**config.mk**
```make
export PLATFORM = sky130hd
export DESIGN_NAME = circuit1_driver
export DESIGN_NICKNAME = d
export VERILOG_FILES = /design/src/rtl/circuit1_driver.sv
export SDC_FILE = /design/constraint.sdc
export NUM_CORES = 1
export LEC_CHECK = 0
export ABC_AREA = 1
export CAP_MARGIN = 20
export CORE_ASPECT_RATIO = 0.7
export CORE_MARGIN = 2
export CORE_UTILIZATION = 25
export DETAILED_ROUTE_END_ITERATION = 6
export GPL_TIMING_DRIVEN = 0
export PLACE_DENSITY = 0.53
export RECOVER_POWER = 25
export SLEW_MARGIN = 20
export SYNTH_ARGS = -nofsm -noshare
export SYNTH_HDL_FRONTEND = slang
export SYNTH_SLANG_ARGS = --single-unit
```
**constraint.sdc**
```tcl
create_clock -name clk -period 3.4 [get_ports clk]
set_input_delay 0.51 -clock clk [delete_from_list [all_inputs] [get_ports clk]]
set_output_delay 0.51 -clock clk [all_outputs]
set_load 0.02 [all_outputs]
```
**src/rtl/circuit1_driver.sv**
```systemverilog
// circuit1_driver: valid/ready wrapper around the three-operand signed datapath.
// Accepts an operand triple, holds it on dp_a/dp_b/dp_c while the datapath
// result settles, captures dp_z/dp_x, and offers them downstream.
//
// Handshake rule (both sides): a transfer happens on a rising clk edge where
// valid and ready are both high. A producer holds its data stable while valid
// is high and no transfer has happened. in_ready depends combinationally on
// out_ready, so the driver can take a new triple on the same edge that the
// downstream consumer takes the pending result.
module circuit1_driver #(
  parameter int DATAWIDTH = 8,
  parameter int XWIDTH    = 16,
  parameter int LATENCY   = 1
) (
  input  logic                 clk,
  input  logic                 rst,
  input  logic                 in_valid,
  output logic                 in_ready,
  input  logic [DATAWIDTH-1:0] in_a,
  input  logic [DATAWIDTH-1:0] in_b,
  input  logic [DATAWIDTH-1:0] in_c,
  output logic [DATAWIDTH-1:0] dp_a,
  output logic [DATAWIDTH-1:0] dp_b,
  output logic [DATAWIDTH-1:0] dp_c,
  input  logic [DATAWIDTH-1:0] dp_z,
  input  logic [XWIDTH-1:0]    dp_x,
  output logic                 out_valid,
  input  logic                 out_ready,
  output logic [DATAWIDTH-1:0] out_z,
  output logic [XWIDTH-1:0]    out_x,
  output logic [15:0]          out_count
);

  // IDLE: empty. WAIT: triple held on dp_*, counting datapath latency.
  // FULL: result captured and offered downstream.
  typedef enum logic [1:0] {
    S_IDLE = 2'd0,
    S_WAIT = 2'd1,
    S_FULL = 2'd2
  } state_t;

  // The counter runs 0..LATENCY; LATENCY tops out at 15.
  localparam logic [3:0] LAT_L = 4'(LATENCY);

  state_t               r_state;
  logic [3:0]           r_cnt;
  logic [DATAWIDTH-1:0] r_dp_a;
  logic [DATAWIDTH-1:0] r_dp_b;
  logic [DATAWIDTH-1:0] r_dp_c;
  logic [DATAWIDTH-1:0] r_out_z;
  logic [XWIDTH-1:0]    r_out_x;
  logic                 r_out_valid;
  logic [15:0]          r_out_count;

  logic                 w_in_ready;
  logic                 w_accept;
  logic                 w_out_hs;

  // Ready whenever empty, or when the pending result leaves this same edge.
  always_comb begin
    w_in_ready = (r_state == S_IDLE) | ((r_state == S_FULL) & out_ready);
    w_accept   = in_valid & w_in_ready;
    w_out_hs   = r_out_valid & out_ready;
  end

  // Single FSM: accept, wait out the datapath latency, capture, hand off.
  always_ff @(posedge clk) begin
    if (rst) begin
      r_state     <= S_IDLE;
      r_cnt       <= '0;
      r_dp_a      <= '0;
      r_dp_b      <= '0;
      r_dp_c      <= '0;
      r_out_z     <= '0;
      r_out_x     <= '0;
      r_out_valid <= 1'b0;
      r_out_count <= '0;
    end else begin
      case (r_state)
        S_IDLE: begin
          if (w_accept) begin
            r_dp_a  <= in_a;
            r_dp_b  <= in_b;
            r_dp_c  <= in_c;
            r_cnt   <= '0;
            r_state <= S_WAIT;
          end
        end
        S_WAIT: begin
          if (r_cnt == LAT_L) begin
            r_out_z     <= dp_z;
            r_out_x     <= dp_x;
            r_out_valid <= 1'b1;
            r_state     <= S_FULL;
          end else begin
            r_cnt <= r_cnt + 4'd1;
          end
        end
        S_FULL: begin
          if (w_out_hs) begin
            r_out_count <= r_out_count + 16'd1;
            r_out_valid <= 1'b0;
            if (w_accept) begin
              // Pass-through: the next triple enters on the handoff edge.
              r_dp_a  <= in_a;
              r_dp_b  <= in_b;
              r_dp_c  <= in_c;
              r_cnt   <= '0;
              r_state <= S_WAIT;
            end else begin
              r_state <= S_IDLE;
            end
          end
        end
        default: begin
          r_state     <= S_IDLE;
          r_out_valid <= 1'b0;
        end
      endcase
    end
  end

  assign in_ready  = w_in_ready;
  assign dp_a      = r_dp_a;
  assign dp_b      = r_dp_b;
  assign dp_c      = r_dp_c;
  assign out_valid = r_out_valid;
  assign out_z     = r_out_z;
  assign out_x     = r_out_x;
  assign out_count = r_out_count;

endmodule

```
==> results.toml, run 1 <==
[clock_network]
cts_buffer_depth = 2
cts_resized = 0
cts_made_buffers = 9
clk_latency_ns = 0.33
post_cts_buffers = 0
cts.sinks = 71
cts_tree = "built"
path_clk_slew_ns = 0.06
root_buffer = "clkbuf_16"
cts-htree-levels = 3
cts_hold_buffers = 0

[synth]
syn_area_um2 = 2791
ys_types = 27
async_reset_ff_share_pct = 0
synth_edf_count = 0
yosys_warnings = 0
synth_nets = 424
avgSynthCellArea_um2 = 7.565
synthCells = 369
ys_seq_area_share_pct = 50.92
ys_ff_latch = 71
yosys_most_used_dff = "dfxtp_1"

[placement]
dp.final_hpwl_um = 6099
port_buffers = 116
placed_cell_area_um2 = 4144
finalWeightedCongestion = 0.7489

[power_and_ir_drop]
ir_worst_vdd_mv = 0.2429
power_frac_clock_pct = 42.9
leakagePower_nw = 1.680
p_sw_w = 0.0005894
p_sw_share_pct = 25.54
intPower_w = 0.001719
power.density_nw_per_um2 = 521.7
combPwrFrac_pct = 17.5
seqPwrFrac_pct = 39.7

[worst_setup_path]
crit_family = "buffers and inverters"
critPathRequiredTime_ns = 2.89
crit_path_max_incr_delay_ns = 0.61
path_max_fanout = 2
worstPathCellList = "dlygate4sd3_1, nand2_1, nand2_1, clkdlybuf4s50_1"
worstSetupStartpointType = "input pin"
cp-end-kind = "primary output"
slowest_stage = "clkdlybuf4s50_1"
criticalPathCategory = "in -> out"
cp_common_cell = "nand2_1"
arrival_ns = 1.83
worst-path-buf-inv = 2

[timing]
tns_ns = 0
slew_viol_final = 0
tightest_slew_ns = 0.5881
skew_ns = 0.008166
min_period_ns = 2.341
hold_viol = 0
max_freq_mhz = 427.1
finalCritPeriodShare_pct = 68.86
rsz0062_at_grt = "false"
setup-violations-final = 0
slew_headroom_pct = 60.79

[global_route]
grt_pass1_wl_um = 12770
antenna_found_initial = 0
grt_usage_pct = 13.75
grt_pass1_vias = 2592
grt_start_max_net_pins = 13
grt_overflow_total = 0

[final_layout]
antenna_cells = 0
stdcell_area_um2 = 4424
fillerInstances = 1113
drive_above_1_share_pct = 5.800
final_nets = 551
syn_to_final_growth_pct = 58.49

[floorplanning]
core_area_um2 = 10930
io_pins = 118
die_w_um = 130.3
num_rows = 32
initial_core_util_pct = 25.54
die_h_um = 92.41
fp.dieArea_um2 = 12040

[job]
cap_violations = 0

[drt]
wl_per_cell_um = 12.50
ant_nets = 0
via_count = 2741
first_iter_violations = 59
drc_errors = 0
drt-pass1-iter-count = 4
routed_wl_um = 8163
drt-vias-per-instance = 4.198

[min_path]
worstHoldPathType = "reg -> reg"

[run_status]
status = "completed"
==> cell type report <==
type	count	area, µm²	share of cell area (%)
Tap cell	153	191.4	4.327
Clock inverter	6	86.33	1.951
Inverter	19	73.82	1.669
Clock buffer	9	225.2	5.091
Sequential cell	71	1421	32.13
Timing Repair Buffer	116	1161	26.24
Buffer	15	86.33	1.951
Multi-Input combinational cell	264	1179	26.64
==> flip-flops by register name (all words and copies together) (netlist names) <==
register / cells
dp_a: 8
dp_b: 8
dp_c: 8
out_count: 16
out_valid: 1
out_x: 16
out_z: 8
r_cnt: 4
r_state: 2
==> metal layers <==
metal / vias up / track usage [%] / share of wire (%)
met5: - / 0 / 0
met4: 0 / 4.839 / 1.4
met3: 9 / 6.470 / 8.7
met2: 71 / 19.55 / 41
met1: 1220 / 18.14 / 49
li1: 1441 / - / -
==> metrics by stage <==
stage / utilization, % / hold slack [ns] / worst slack, ns / cells / total power, W
2_1_floorplan: - / 0.4625 / 1.935 / 369 / 0.001139
3_3_place_gp: 37.91 / 0.4635 / 1.128 / 638 / 0.001336
3_5_place_dp: 37.91 / 0.4738 / 1.124 / 638 / 0.001341
4_1_cts: 40.76 / 0.4791 / 1.124 / 653 / 0.002350
5_1_grt: 40.48 / 0.4967 / 0.9201 / 653 / 0.002425
6_report: 40.48 / 0.4797 / 1.059 / 653 / 0.002308
==> tightest hold or removal path: cells and delay by family, from the launching register on <==
kind          cells  cell delay, ns
simple gates      2            0.12
flops             1            0.32
==> cell usage in the layout (no fill, tap or decap), types with 2 or more instances in the layout <==
cell,netlist,routed
clkdlybuf4s50_1,0,115
xor2_1,2,2
buf_6,4,4
nor2_2,2,2
clkbuf_16,0,9
nor3_1,2,2
clkinv_2,0,2
nand2_1,35,35
inv_1,15,16
bufinv_16,0,2
a21oi_1,15,15
dfxtp_1,71,71
nand4_1,2,3
nand3_1,16,17
ha_1,3,3
nor2_1,120,121
nand2_2,4,4
clkbuf_1,7,11
o21ai_0,56,56
==> synth_stat cells, types with 3 or more instances <==
library cell / count / area share (%)
inv_1: 15 / 2.0
buf_2: 3 / 0.54
nand2_2: 4 / 0.90
buf_6: 4 / 1.6
nor2_1: 120 / 16
nand2_1: 35 / 4.7
dfxtp_1: 71 / 51
ha_1: 3 / 1.3
clkbuf_1: 7 / 0.94
a21oi_1: 15 / 2.7
o21ai_0: 56 / 10
nand3_1: 16 / 2.9
==> power by group through the flow <==
stage / logic [W] / clock network [W] / registers (W)
floorplan: 0.000147 / 0 / 0.000992
global placement: 0.000405 / 0 / 0.000931
detailed placement: 0.000407 / 0 / 0.000934
CTS: 0.000409 / 0.00103 / 0.000916
global route: 0.000442 / 0.00106 / 0.000923
finish: 0.000403 / 0.000990 / 0.000916
==> kinds of logic (layout without fill, tap and decap cells) <==
logic type,count (synthesis),in the layout,share of synthesized area [%]
AOI/OAI and AO/OA,71,71,12.73
xor gates and xnor gates,2,2,0.6276
adders and majority gates,3,3,1.345
buffers and inverters,34,165,5.872
DFF,71,71,50.92
and+or+nand+nor,188,188,28.51
==> path summary, 6_finish.rpt <==
check                                           start                    end  slack [ns]  depth (start not counted)
worst max-delay path                        out_ready               in_ready        1.06                          4
worst min-delay path             dp_a[1]$_SDFFE_PP0P_   dp_a[1]$_SDFFE_PP0P_        0.48                          2
worst max register to register  r_cnt[0]$_SDFFE_PP0P_  out_x[9]$_SDFFE_PP0P_        1.53                          6
worst min register to register   dp_a[1]$_SDFFE_PP0P_   dp_a[1]$_SDFFE_PP0P_        0.48                          2
No activity file was read; power rests on OpenSTA's default activity.
==> run 2: changes to the inputs <==
clock period = 2.42 ns   (was 3.4 ns; I/O delays follow)
==> run 2 against run 1 <==
Effect of this change:
- register-to-register slack got worse by 1.0 ns
- sequential power increased by 41%
- final cell count unchanged
- critical path type is now in -> reg
==> results.toml, run 2 (same netlist as run 1, synthesis figures left out) <==
[run_status]
status = "completed"

[global_route]
grt_overflow_total = 0
grt_usage_pct = 13.75
grt_pass1_wl_um = 12770
antenna_found_initial = 0
grt_pass1_vias = 2592
grt_start_max_net_pins = 13

[drt]
drt-vias-per-instance = 4.202
first_iter_violations = 64
drc_errors = 0
drt-pass1-iter-count = 4
ant_nets = 0
routed_wl_um = 8155
wl_per_cell_um = 12.49
via_count = 2744

[power_and_ir_drop]
ir_worst_vdd_mv = 0.3413
intPower_w = 0.002414
p_sw_w = 0.0008266
combPwrFrac_pct = 17.4
power_frac_clock_pct = 42.9
p_sw_share_pct = 25.51
power_w = 0.003241
power.density_nw_per_um2 = 732.5
leakagePower_nw = 1.689
seqPwrFrac_pct = 39.7

[clock_network]
cts.sinks = 71
root_buffer = "clkbuf_16"
cts_resized = 0
cts_made_buffers = 9
path_clk_slew_ns = 0.06
cts-htree-levels = 3
clk_latency_ns = 0.33
post_cts_buffers = 0
cts_buffer_depth = 2
cts_tree = "built"
cts_hold_buffers = 0

[timing]
tns_ns = 0
rsz0062_at_grt = "false"
slew_headroom_pct = 62.54
setup-violations-final = 0
slew_viol_final = 0
max_freq_mhz = 490.8
skew_ns = 0.008276
hold_viol = 0
finalCritPeriodShare_pct = 84.20
fin_ws_ns = 0.3825
min_period_ns = 2.038
tightest_slew_ns = 0.5598

[placement]
port_buffers = 116
place_ws_ns = 0.4059
dp.final_hpwl_um = 6099
placed_cells = 638
finalWeightedCongestion = 0.7489

[floorplanning]
die_h_um = 92.41
fp.dieArea_um2 = 12040
io_pins = 118
num_rows = 32
core_area_um2 = 10930
die_w_um = 130.3
initial_core_util_pct = 25.54

[worst_setup_path]
arrival_ns = 2.26
rrSetupSlack_ns = 0.53
rr_startpoint = "r_state[1]$_SDFFE_PP0P_"
cp-end-kind = "register"
worstSetupStartpointType = "input pin"
reg2reg_to = "out_count[15]$_SDFFE_PP0P_"
critPathRequiredTime_ns = 2.64
ff2ff_path_depth = 7
path_max_fanout = 9
criticalPathCategory = "in -> reg"

[final_layout]
fin_cells = 653
final_cell_mix = "121 x nor2_1, 115 x clkdlybuf4s50_1, 71 x dfxtp_1"
syn_to_final_growth_pct = 58.49
fin_util_pct = 40.48
final_nets = 551
drive_above_1_share_pct = 6.200
final_common_cell = "nor2_1"
antenna_cells = 0

[job]
cap_violations = 0

[min_path]
worstHoldPathType = "in -> reg"
worstHoldStart = "rst"
hold_depth = 2
whs_endpoint = "r_cnt[2]$_SDFFE_PP0P_"
==> run 2: cell types whose count changed in the layout (fill, tap and decap cells not counted), sizes merged <==
cell,delta
buf,+3
clkbuf,-3
==> run 2: area by class of cell <==
cell class / count / area [µm²]
inverters: 19 / 73.82
clock buffers: 9 / 225.2
flip-flops and latches: 71 / 1421
multi-input cells: 264 / 1176
well taps: 153 / 191.4
repair buffers: 116 / 1161
fillers: 1112 / 6506
clock inverters: 6 / 86.33
plain buffers: 15 / 88.84
==> run 2: how the worst max path moves through the flow <==
stage	depth (start not counted)	to	startpoint	slack [ns]
floorplan	8	dp_b[5]$_SDFFE_PP0P_	out_valid$_SDFFE_PP0P_	0.96
global placement	9	dp_c[0]$_SDFFE_PP0P_	out_ready	0.42
detailed placement	9	dp_a[6]$_SDFFE_PP0P_	out_ready	0.41
CTS	4	in_ready	out_ready	0.44
global route	9	dp_a[6]$_SDFFE_PP0P_	out_ready	0.21
finish	8	out_count[15]$_SDFFE_PP0P_	out_ready	0.38
==> run 2: through the flow <==
| stage | hold slack, ns | area [µm²] |
|---|---|---|
| after floorplan | 0.4625 | 2791 |
| after global placement | 0.4635 | 4144 |
| after detailed placement | 0.4738 | 4144 |
| after CTS | 0.3321 | 4456 |
| after global routing | 0.3448 | 4424 |
| final | 0.3303 | 4424 |
==> run 2: power groups by stage <==
stage | clock network [W] | registers, W | logic [W]
after detailed placement | 0 | 0.00131 | 0.000572
after global placement | 0 | 0.00131 | 0.000569
after CTS | 0.00144 | 0.00129 | 0.000575
after floorplan | 0 | 0.00139 | 0.000207
final | 0.00139 | 0.00129 | 0.000565
after global routing | 0.00149 | 0.00130 | 0.000620
==> run 2: critical path: stages <==
cell	delay [ns]
clkdlybuf4s50_1	0.49
nand2_1	0.10
nor2_1	0.46
nand4_1	0.32
nor2_2	0.31
nand3_1	0.10
nand2_1	0.07
nor2_1	0.04
==> run 2: metal layers <==
layer / GRT usage (%) / vias up / wire, µm
li1: - / 1441 / -
met3: 6.470 / 9 / 714
met2: 19.55 / 75 / 3298
met1: 18.14 / 1219 / 4024
met4: 4.839 / 0 / 118
met5: 0 / - / 0
